===== config.mk =====
export PLATFORM = sky130hd
export DESIGN_NAME = source_controller
export DESIGN_NICKNAME = d
export VERILOG_FILES = /design/src/rtl/source_controller.sv
export SDC_FILE = /design/constraint.sdc
export NUM_CORES = 1
export LEC_CHECK = 0
export CORE_ASPECT_RATIO = 0.75
export CORE_MARGIN = 3
export CORE_UTILIZATION = 32
export DETAILED_ROUTE_END_ITERATION = 10
export PLACE_DENSITY = 0.81
export SLEW_MARGIN = 0
export SYNTH_ARGS = -nofsm -noshare
export SYNTH_HDL_FRONTEND = slang
export SYNTH_SLANG_ARGS = --single-unit

===== constraint.sdc =====
create_clock -name i_clk_source -period 2.8 [get_ports i_clk_source]
set_input_delay 0.56 -clock i_clk_source [delete_from_list [all_inputs] [get_ports i_clk_source]]
set_output_delay 0.56 -clock i_clk_source [all_outputs]
set_load 0.02 [all_outputs]

===== src/rtl/source_controller.sv =====
// Source-domain control stage of the AHB-to-AHB bridge: packs requests into the
// request FIFO, returns read responses with a watchdog, and runs the source sleep handshake.
module source_controller #(
  parameter int unsigned ADDR_WIDTH = 32,
  parameter int unsigned DATA_WIDTH = 32,
  parameter int unsigned TIMEOUT    = 1024,
  parameter int unsigned CNT_W      = 11
) (
  input  logic                             i_clk_source,
  input  logic                             i_rst_source,
  input  logic                             i_valid,
  input  logic                             i_rd0_wr1,
  input  logic [ADDR_WIDTH-1:0]            i_addr,
  input  logic [DATA_WIDTH-1:0]            i_wr_data,
  output logic                             o_ready,
  output logic                             o_rd_valid,
  output logic [DATA_WIDTH-1:0]            o_rd_data,
  output logic                             o_rd_err,
  input  logic                             req_fifo_full,
  input  logic                             req_fifo_empty,
  output logic                             req_fifo_wr_en,
  output logic [ADDR_WIDTH+DATA_WIDTH+1:0] o_packet,
  input  logic                             rsp_fifo_empty,
  input  logic [DATA_WIDTH:0]              i_rsp_packet,
  output logic                             rsp_fifo_rd_en,
  input  logic                             i_source_sleep_req,
  output logic                             o_source_sleep_ack,
  output logic                             source_sleep_status,
  input  logic                             sink_sleep_status,
  output logic                             reset_flag
);

  localparam int unsigned STALE_W = 2;

  typedef enum logic [1:0] {
    ST_IDLE,
    ST_WAIT_RSP,
    ST_DRAIN,
    ST_SLEEP
  } state_t;

  state_t               state_q, state_n;
  logic [CNT_W-1:0]     cnt_q, cnt_n;
  logic [STALE_W-1:0]   stale_q, stale_n;
  logic                 accept;
  logic                 discard;
  logic                 match;
  logic                 timeout;
  logic [DATA_WIDTH-1:0] pkt_data;

  // Reads carry no payload; the constant 1 marks a valid packet for the sink.
  assign pkt_data = i_rd0_wr1 ? i_wr_data : DATA_WIDTH'(0);
  assign o_packet = {i_rd0_wr1, 1'b1, i_addr, pkt_data};

  // Next-state, watchdog, stale bookkeeping and FIFO handshakes.
  always_comb begin
    state_n        = state_q;
    cnt_n          = '0;
    stale_n        = stale_q;
    o_ready        = 1'b0;
    accept         = 1'b0;
    match          = 1'b0;
    timeout        = 1'b0;
    req_fifo_wr_en = 1'b0;
    discard        = !rsp_fifo_empty && (stale_q != STALE_W'(0));
    rsp_fifo_rd_en = discard;

    unique case (state_q)
      ST_IDLE: begin
        o_ready        = !req_fifo_full && !i_source_sleep_req;
        accept         = i_valid && !req_fifo_full && !i_source_sleep_req;
        req_fifo_wr_en = accept;
        if (accept) begin
          if (!i_rd0_wr1) state_n = ST_WAIT_RSP;
        end else if (i_source_sleep_req) begin
          state_n = ST_DRAIN;
        end
      end
      ST_WAIT_RSP: begin
        cnt_n = cnt_q + CNT_W'(1);
        if (!rsp_fifo_empty && (stale_q == STALE_W'(0))) begin
          match          = 1'b1;
          rsp_fifo_rd_en = 1'b1;
          state_n        = ST_IDLE;
        end else if (cnt_q == CNT_W'(TIMEOUT - 1)) begin
          timeout = 1'b1;
          state_n = ST_IDLE;
        end
      end
      ST_DRAIN: begin
        if (!i_source_sleep_req) begin
          state_n = ST_IDLE;
        end else if (req_fifo_empty && (stale_q == STALE_W'(0))) begin
          state_n = ST_SLEEP;
        end
      end
      ST_SLEEP: begin
        if (!i_source_sleep_req) state_n = ST_IDLE;
      end
      default: state_n = ST_IDLE;
    endcase

    // A timeout owes one more late response; a discard settles one.
    unique case ({timeout, discard})
      2'b10:   stale_n = (stale_q == STALE_W'(3)) ? stale_q : stale_q + STALE_W'(1);
      2'b01:   stale_n = stale_q - STALE_W'(1);
      default: stale_n = stale_q;
    endcase
  end

  always_ff @(posedge i_clk_source) begin
    if (i_rst_source) begin
      state_q             <= ST_IDLE;
      cnt_q               <= '0;
      stale_q             <= '0;
      o_rd_valid          <= 1'b0;
      o_rd_data           <= '0;
      o_rd_err            <= 1'b0;
      o_source_sleep_ack  <= 1'b0;
      source_sleep_status <= 1'b0;
      reset_flag          <= 1'b1;
    end else begin
      state_q    <= state_n;
      cnt_q      <= cnt_n;
      stale_q    <= stale_n;
      o_rd_valid <= match || timeout;
      if (match) begin
        o_rd_err  <= i_rsp_packet[DATA_WIDTH];
        o_rd_data <= i_rsp_packet[DATA_WIDTH-1:0];
      end else if (timeout) begin
        o_rd_err  <= 1'b1;
        o_rd_data <= '0;
      end
      // Sleep outputs track the state being entered so they release on the exit edge.
      o_source_sleep_ack  <= (state_n == ST_SLEEP);
      source_sleep_status <= (state_n == ST_SLEEP);
      reset_flag          <= !((state_n == ST_SLEEP) && sink_sleep_status);
    end
  end

endmodule


; Word level (Yosys, flattened, before mapping)
; Cells that the tools add are included.
[totals]
reg_bits = 51
in_bits = 106
output_inout_bits = 106
elab_cells = 65
[classes]
addsub = 3
n_eq_ne = 9
n_mux = 25
bitwise_logic = 1
n_reduce_logical = 19
[op_table]
columns = op, count
row1 = 32-bit two-way mux, 3
row2 = 2-bit two-way mux, 9
row3 = 11-bit by 1-bit adder with 11-bit output (second input constant), 1
row4 = 11-bit by 10-bit equality test with 1-bit output (second input constant), 1
row5 = 1-bit two-way mux, 11
row6 = 2-bit equality test (second input constant), 5
row7 = 2-bit one-hot mux with 4 select lines, 1
row8 = 1-bit logical AND, 7
row9 = 2-bit nonzero test, 3
row10 = 2-bit by 1-bit equality test with 1-bit output (second input constant), 2
row11 = 1-bit zero test, 4
row12 = 2-bit zero test, 2
row13 = 2-bit one-hot mux with 2 select lines, 1
row14 = 2-bit by 1-bit adder with 2-bit output (second input constant), 1
row15 = 2-bit inequality test (second input constant), 1
row16 = 2-bit AND reduction, 1
row17 = 2-bit OR reduction, 1
row18 = 2-bit by 1-bit subtractor with 2-bit output (second input constant), 1
row19 = 1-bit logical OR, 1
row20 = 1-bit NOT, 1

; Logic depth before layout (Yosys ltp)
; Gate-level depths: netlist of the first run.
[depth]
depth_word = 8
mapped_depth = 7
ltp_nobuf = 5

; Worst setup path after synthesis of the first run
; OpenSTA, ideal clock, no wires.
[synth_timing]
path_type = input to output
start = in i_source_sleep_req
end = out req_fifo_wr_en
arrival_ns = 1.669
t_required_ns = 2.240
path_slack_ns = 0.571
cell_stages = 2
path_buffers = 0
cell_sequence = nor4_1 -> and2_1
[synth_via]
elab_chain_cells = 3
[synth_lines]
columns = element, line
row1 = "start, declared", 26  ; input logic i_source_sleep_req,
row2 = 1-bit zero test, -
row3 = 1-bit logical AND, 71  ; accept = i_valid && !req_fifo_full && !i_source_sleep_req;
row4 = 1-bit two-way mux, 68  ; unique case (state_q)
row5 = "end, declared", 21  ; output logic req_fifo_wr_en,
; Every way passes these cells.

; Final worst setup path of the first run
; Ends and elaborated chain as after synthesis.

==> results of run 1 <==
-- cell usage in the layout, fill, tap and decap left out, types with 4 or more instances in the layout --
| cell | n |
|---|---|
| a21oi_1 | 37 |
| and2_1 | 33 |
| buf_4 | 4 |
| clkbuf_8 | 5 |
| clkdlybuf4s50_1 | 146 |
| dfxtp_1 | 51 |
| inv_1 | 5 |
| nand2_1 | 39 |
| nand3_1 | 36 |
| nor2_1 | 13 |
| xnor2_1 | 4 |
-- state kept, by name, summed over array words and instances (netlist names) --
name	count
stale_q	2
o_rd_valid	1
cnt_q	11
o_rd_err	1
reset_flag	1
o_rd_data	32
state_q	2
source_sleep_status	1
-- worst reg2reg max path, delay by kind of cell, from the launching register on --
| kind | cells | cell delay [ns] |
|---|---|---|
| and+or+nand+nor | 3 | 1.11 |
| adders and majority gates | 1 | 0.24 |
| AOI/OAI and AO/OA | 1 | 0.09 |
| buffers and inverters | 1 | 0.34 |
| DFF | 1 | 0.38 |
-- per-stage QoR --
stage	setup WS, ns	total power [µW]
floorplan	0.571	930
global placement	0.143	1050
detailed placement	0.123	1050
CTS	0.115	1460
global route	0.0349	1510
finish	0.119	1430
-- per-layer routing --
metal	wire, µm	GRT usage, %	vias to the layer above
li1	-	-	1200
met1	3050	20.5	1137
met2	3660	29.9	108
met3	626	5.42	12
met4	72	3.83	0
met5	0	0	-
-- synthesized netlist by cell type --
library cell | n | area (µm²)
a211o_1 | 1 | 8.76
a211oi_1 | 2 | 15.0
a21oi_1 | 37 | 185
a221o_1 | 1 | 10.0
and2_1 | 33 | 206
and3_1 | 1 | 6.26
and4_1 | 1 | 8.76
buf_1 | 3 | 11.3
buf_2 | 1 | 5.00
buf_4 | 35 | 263
clkbuf_1 | 15 | 56.3
conb_1 | 1 | 3.75
dfxtp_1 | 51 | 1020
ha_1 | 1 | 12.5
inv_1 | 5 | 18.8
nand2_1 | 39 | 146
nand2b_1 | 3 | 18.8
nand3_1 | 36 | 180
nand4_2 | 1 | 12.5
nand4b_1 | 1 | 8.76
nor2_1 | 14 | 52.6
nor2b_1 | 1 | 6.26
nor3_1 | 3 | 15.0
nor3b_1 | 1 | 7.51
nor4_1 | 3 | 18.8
nor4b_1 | 1 | 8.76
o211ai_1 | 1 | 7.51
o21ai_0 | 3 | 15.0
o22ai_1 | 1 | 6.26
o31ai_1 | 1 | 7.51
or2_2 | 1 | 6.26
or3_1 | 3 | 18.8
or3_2 | 1 | 7.51
or4_1 | 1 | 7.51
or4_4 | 1 | 11.3
xnor2_1 | 4 | 35.0
xor2_1 | 2 | 17.5
-- area by class of cell --
cell class                 count  area (µm²)
clock buffer                   5        68.8
clock inverter                 2        13.8
fill                         684        3290
inverter                       5        18.8
multi-input combinational    200        1070
sequential                    51        1020
tap                           98         123
timing repair buffer         151        1510
-- cells by family (layout without fill, tap and decap cells) --
family | after synthesis | in the layout | synth area share, %
AND/OR/NAND/NOR | 145 | 145 | 30.6
buffers and inverters | 59 | 163 | 14.5
flip-flops | 51 | 51 | 41.7
AO/OA/AOI/OAI | 47 | 47 | 10.4
XOR/XNOR | 6 | 6 | 2.15
adder cells (fa/ha/maj) | 1 | 1 | 0.511
other | 1 | 1 | 0.153
-- path summary, 6_finish.rpt --
path / slack (ns) / startpoint / endpoint
max: 0.12 / i_source_sleep_req / req_fifo_wr_en
min: 0.47 / o_rd_data[30]$_SDFFE_PP0P_ / o_rd_data[30]$_SDFFE_PP0P_
max reg2reg: 0.52 / cnt_q[0]$_SDFF_PP0_ / o_rd_data[10]$_SDFFE_PP0P_
min reg2reg: 0.47 / o_rd_data[30]$_SDFFE_PP0P_ / o_rd_data[30]$_SDFFE_PP0P_
-- power by group through the flow --
stage	logic (µW)	clock network, µW	registers (µW)
CTS	295	421	743
detailed placement	293	0	760
global route	311	449	745
finish	292	396	743
floorplan	161	0	770
global placement	290	0	759
==> summary.md, run 1 <==
| Metric | Value |
|---|---|
| Cts hold-fix bufs | `0` |
| Placed Area | `3750 µm²` |
| Final setup viols | `0` |
| Drt initial violations | `120` |
| Syn Nets | `417` |
| Worst Path Buf+Inv | `2` |
| P_leak | `0.00130 µW` |
| Final ANT Viol Nets | `0` |
| Critical Path RT | `2.24 ns` |
| Critical-path cell list | `clkdlybuf4s50_1 > nor4_1 > and2_1 > clkdlybuf4s50_1` |
| Least-Margin Pin Slew | `0.687 ns` |
| Hold Crit Class | `register to register` |
| Total track usage | `17.0%` |
| Flops & latches, synth | `51` |
| Clk Latency, worst-skew pair | `0.29 ns` |
| Total negative slack | `0 ns` |
| Vias in the first global route | `2383` |
| # diodes | `0` |
| Max incr delay on CP | `0.60 ns` |
| Util after Layout | `53.8%` |
| Initial antenna violation count | `0` |
| WL/cell | `14.5 µm` |
| Cell Pwr Density | `374 nW/µm²` |
| Post-CTS setup buffers | `0` |
| Final wirelength | `7.42 mm` |
| Crit path depth | `4` |
| Crit-path max FO | `3` |
| Clock power share | `27.7%` |
| First-pass GRT wire length | `11.9 mm` |
| Worst reg-to-reg path cell count | `6` |
| Run status | `finished, final reports clean` |
| Slowest cell on crit path | `clkdlybuf4s50_1` |
| Seq/Total Area, Yosys | `41.7%` |
| Clock skew | `0.00612 ns` |
| YS warnings | `0` |
| Final hold viol count | `0` |
| Distinct cells, synth | `37` |
| Die H | `81.7 µm` |
| Hold_ws | `0.469 ns` |
| CTS Sinks | `51` |
| Vias post-DR | `2457` |
| Post-synthesis cell area | `2450 µm²` |
| GPL Wtd Cong | `0.734` |
| Synth-to-Final Area Change | `56.5%` |
| Crit. End Element | `primary output` |
| GR Overflow Total | `0` |
| Worst slew margin | `54.2%` |
| Vias per cell | `4.80` |
| Syn Area/Cell | `7.89 µm²` |
| Resized Gates After CTS | `0` |
| Gate Count Post-Synth | `310` |
| CTS max path bufs | `2` |
| Internal power | `1080 µW` |
| Final worst path period share | `95.7%` |
| Sw Ratio | `24.4%` |
| CTS root buf | `clkbuf_8` |
| Most frequent CP cell | `clkdlybuf4s50_1` |
| Psw | `349 µW` |
| Critical path launch point type | `input port` |
| Final Slew Violations | `0` |
| IO Port Bufs | `146` |
| Maxcap violations | `0` |
| Setup CP Type | `input port to primary output` |
| Layout cells sized above 1 | `4.11%` |
| Max IR drop VDD | `0.197 mV` |
| CP top delay family | `buffers and inverters` |
| CTS tree | `done` |
| I/O pin cnt | `212` |
| Inst Count DP | `505` |
| Combinational Power Share | `20.4%` |
| # DRC | `0` |
| Initial cell density of the core | `34.4%` |
| Row cnt | `26` |
| Final Critical Period | `2.68 ns` |
| DRT Pass-1 Iters | `5` |
| Num CTS Buffers | `5` |
| Sequential fraction of design power | `51.9%` |
| Die X | `107 µm` |
| Post-DP HPWL | `5.67 mm` |
| Htree depth | `2` |
| Worst-path clk slew | `0.08 ns` |
| Largest net degree at the start of global routing | `35` |
| RSZ-0062 raised after global routing | `false` |
| Post-route cell area | `3830 µm²` |
| Die area | `8740 µm²` |
| Post-layout nets | `521` |
| Core Region | `7120 µm²` |
| Hold Path Depth | `2` |
| Fmax | `373 MHz` |
| Arrival @ worst endpoint | `2.12 ns` |
| Final instance count without filler cells | `512` |
No activity file was read; power rests on OpenSTA's default activity.
==> run 2, diff against run 1 <==
--- a/config.mk
+++ b/config.mk
@@ -7,9 +7,10 @@
 export LEC_CHECK = 0
 export CORE_ASPECT_RATIO = 0.75
 export CORE_MARGIN = 3
-export CORE_UTILIZATION = 32
+export CORE_UTILIZATION = 34
 export DETAILED_ROUTE_END_ITERATION = 10
-export PLACE_DENSITY = 0.81
+export GPL_ROUTABILITY_DRIVEN = 0
+export PLACE_DENSITY = 0.86
 export SLEW_MARGIN = 0
 export SYNTH_ARGS = -nofsm -noshare
 export SYNTH_HDL_FRONTEND = slang
==> constraint.sdc (replaced) <==
create_clock -name i_clk_source -period 3.3 [get_ports i_clk_source]
set_input_delay 0.66 -clock i_clk_source [delete_from_list [all_inputs] [get_ports i_clk_source]]
set_output_delay 0.66 -clock i_clk_source [all_outputs]
set_load 0.02 [all_outputs]
==> run 2 against run 1 <==
  * Clock skew decreased by 0.0014 ns
  * Clock-buffer cell count increased by 1
  * Hold slack about the same
  * Global-route usage decreased by 0.13 points
  * Sequential share of layout area unchanged
  * Die area decreased by 5.5%
  * First-iteration DRC count decreased by 19%
  * Largest power group unchanged
  * Register-to-register slack improved by 0.57 ns
==> summary.md, run 2 (same netlist as run 1, synthesis figures left out) <==
| Metric | Value |
|---|---|
| CTS max path bufs | `2 (unchanged)` |
| I/O pin cnt | `212 (unchanged)` |
| Run status | `finished, final reports clean` |
| Die H | `79.5 µm (-2.8%)` |
| Critical path launch point type | `input port` |
| Final hold viol count | `0 (unchanged)` |
| Final Slew Violations | `0 (unchanged)` |
| Clk Latency, worst-skew pair | `0.29 ns (about the same)` |
| Regs by FF count | `o_rd_data: 32 flops, cnt_q: 11 flops` |
| CTS Sinks | `51 (unchanged)` |
| Drt initial violations | `97 (-19%)` |
| CTS tree | `done` |
| Cell Pwr Density | `338 nW/µm² (-9.6%)` |
| Most frequent cells in the layout | `clkdlybuf4s50_1, dfxtp_1, nand2_1, a21oi_1, nand3_1` |
| Critical Path RT | `2.64 ns (+0.40 ns)` |
| Crit-path max FO | `3 (unchanged)` |
| RSZ-0062 raised after global routing | `false` |
| Setup CP Type | `input port to primary output` |
| GR Overflow Total | `0 (unchanged)` |
| Total track usage | `16.9% (-0.13 points)` |
| Die area | `8260 µm² (-5.5%)` |
| P_leak | `0.00130 µW (-0.16%)` |
| DRT Pass-1 Iters | `4 (-1)` |
| Htree depth | `2 (unchanged)` |
| Row cnt | `26 (unchanged)` |
| Hold Crit Class | `register to register` |
| Post-DP HPWL | `5.42 mm (-4.5%)` |
| Fin worst setup slack | `0.331 ns (+0.212 ns)` |
| Resized Gates After CTS | `0 (unchanged)` |
| Synth-to-Final Area Change | `56.5% (unchanged)` |
| Vias in the first global route | `2280 (-4.3%)` |
| Cts hold-fix bufs | `0 (unchanged)` |
| Post-layout nets | `520 (-0.19%)` |
| Final Critical Period | `2.97 ns` |
| Initial cell density of the core | `35.5% (+1.1 points)` |
| Pre-CTS setup slack | `0.332 ns (+0.209 ns)` |
| Final wirelength | `7.13 mm (-3.9%)` |
| Largest net degree at the start of global routing | `35 (unchanged)` |
| Worst-path clk slew | `0.09 ns (about the same)` |
| Worst slew margin | `55.7% (+1.5 points)` |
| Clock skew | `0.00471 ns (-0.00141 ns)` |
| Die X | `104 µm (-2.8%)` |
| Largest register FFs | `32 (unchanged)` |
| Layout cells sized above 1 | `3.63% (-0.47 points)` |
| # diodes | `0 (unchanged)` |
| Largest Register | `o_rd_data` |
| Core Region | `6900 µm² (-3.2%)` |
| Final ANT Viol Nets | `0 (unchanged)` |
| Initial antenna violation count | `0 (unchanged)` |
| Least-Margin Pin Slew | `0.664 ns (-0.0229 ns)` |
| Total negative slack | `0 ns (unchanged)` |
| Layout filler cell count | `665 (-2.8%)` |
| Crit. End Element | `primary output` |
| IO Port Bufs | `146 (unchanged)` |
| Arrival @ worst endpoint | `2.31 ns (+0.19 ns)` |
| Vias per cell | `4.75 (-1.1%)` |
| Max IR drop VDD | `0.249 mV (+27%)` |
| Fmax | `337 MHz` |
| CTS root buf | `clkbuf_8` |
| Hold_ws | `0.468 ns (-0.000169 ns)` |
| Num CTS Buffers | `5 (unchanged)` |
| # DRC | `0 (unchanged)` |
| Final setup viols | `0 (unchanged)` |
| Commonest non-fill, non-tap cell in the layout | `clkdlybuf4s50_1` |
| Maxcap violations | `0 (unchanged)` |
| First-pass GRT wire length | `11.5 mm (-3.0%)` |
| Final worst path period share | `90.0%` |
| Vias post-DR | `2426 (-1.3%)` |
| Post-CTS setup buffers | `0 (unchanged)` |
| WL/cell | `13.9 µm (-3.7%)` |
run 2: worst paths after layout:
check                                  start                          to  slack, ns  cells after the start
setup reg to reg         cnt_q[0]$_SDFF_PP0_  o_rd_data[31]$_SDFFE_PP0P_       1.09                      6
hold reg to reg   o_rd_data[30]$_SDFFE_PP0P_  o_rd_data[30]$_SDFFE_PP0P_       0.47                      2
hold / removal    o_rd_data[30]$_SDFFE_PP0P_  o_rd_data[30]$_SDFFE_PP0P_       0.47                      2
setup / recovery          i_source_sleep_req              req_fifo_wr_en       0.33                      4
run 2: layer usage:
layer / GRT usage [%] / part of all wire, %
met5: 0 / 0
met4: 2.92 / 0.79
met3: 4.28 / 6.4
met2: 29.6 / 48
met1: 21.3 / 45
run 2: layout make-up:
class | count | area (µm²) | area share, %
multi-input cells | 200 | 1070 | 28.1
clock inverters | 1 | 30.0 | 0.784
inverters | 5 | 18.8 | 0.490
repair buffers | 150 | 1490 | 38.9
well taps | 98 | 123 | 3.20
flip-flops and latches | 51 | 1020 | 26.6
clock buffers | 6 | 72.6 | 1.89
run 2: power by group:
part           leakage [µW]  switching, µW  internal [µW]  total, µW
Combinational      0.000835           98.5            146        244
Clock             0.0000513            197            223        420
Sequential         0.000412           5.83            624        630
Total               0.00130            301            993       1290
run 2: critical path: stages:
cell,delay [ns]
clkdlybuf4s50_1,0.45
nor4_1,0.42
and2_1,0.18
clkdlybuf4s50_1,0.60
run 2: stage by stage:
stage | total power (µW) | cells | util [%] | area (µm²)
2_1_floorplan | 789 | 310 | - | 2450
3_3_place_gp | 887 | 504 | 54.1 | 3730
3_5_place_dp | 890 | 504 | 54.1 | 3730
4_1_cts | 1310 | 511 | 55.6 | 3830
5_1_grt | 1360 | 511 | 55.6 | 3830
6_report | 1290 | 511 | 55.6 | 3830
==> run 3, diff against run 2 <==
--- a/config.mk
+++ b/config.mk
@@ -8,6 +8,7 @@
 export CORE_ASPECT_RATIO = 0.75
 export CORE_MARGIN = 3
 export CORE_UTILIZATION = 34
+export CTS_CLUSTER_SIZE = 30
 export DETAILED_ROUTE_END_ITERATION = 10
 export GPL_ROUTABILITY_DRIVEN = 0
 export PLACE_DENSITY = 0.86
==> results of run 3 <==
The final DEF is identical to that of run 2; final timing and power are the same.
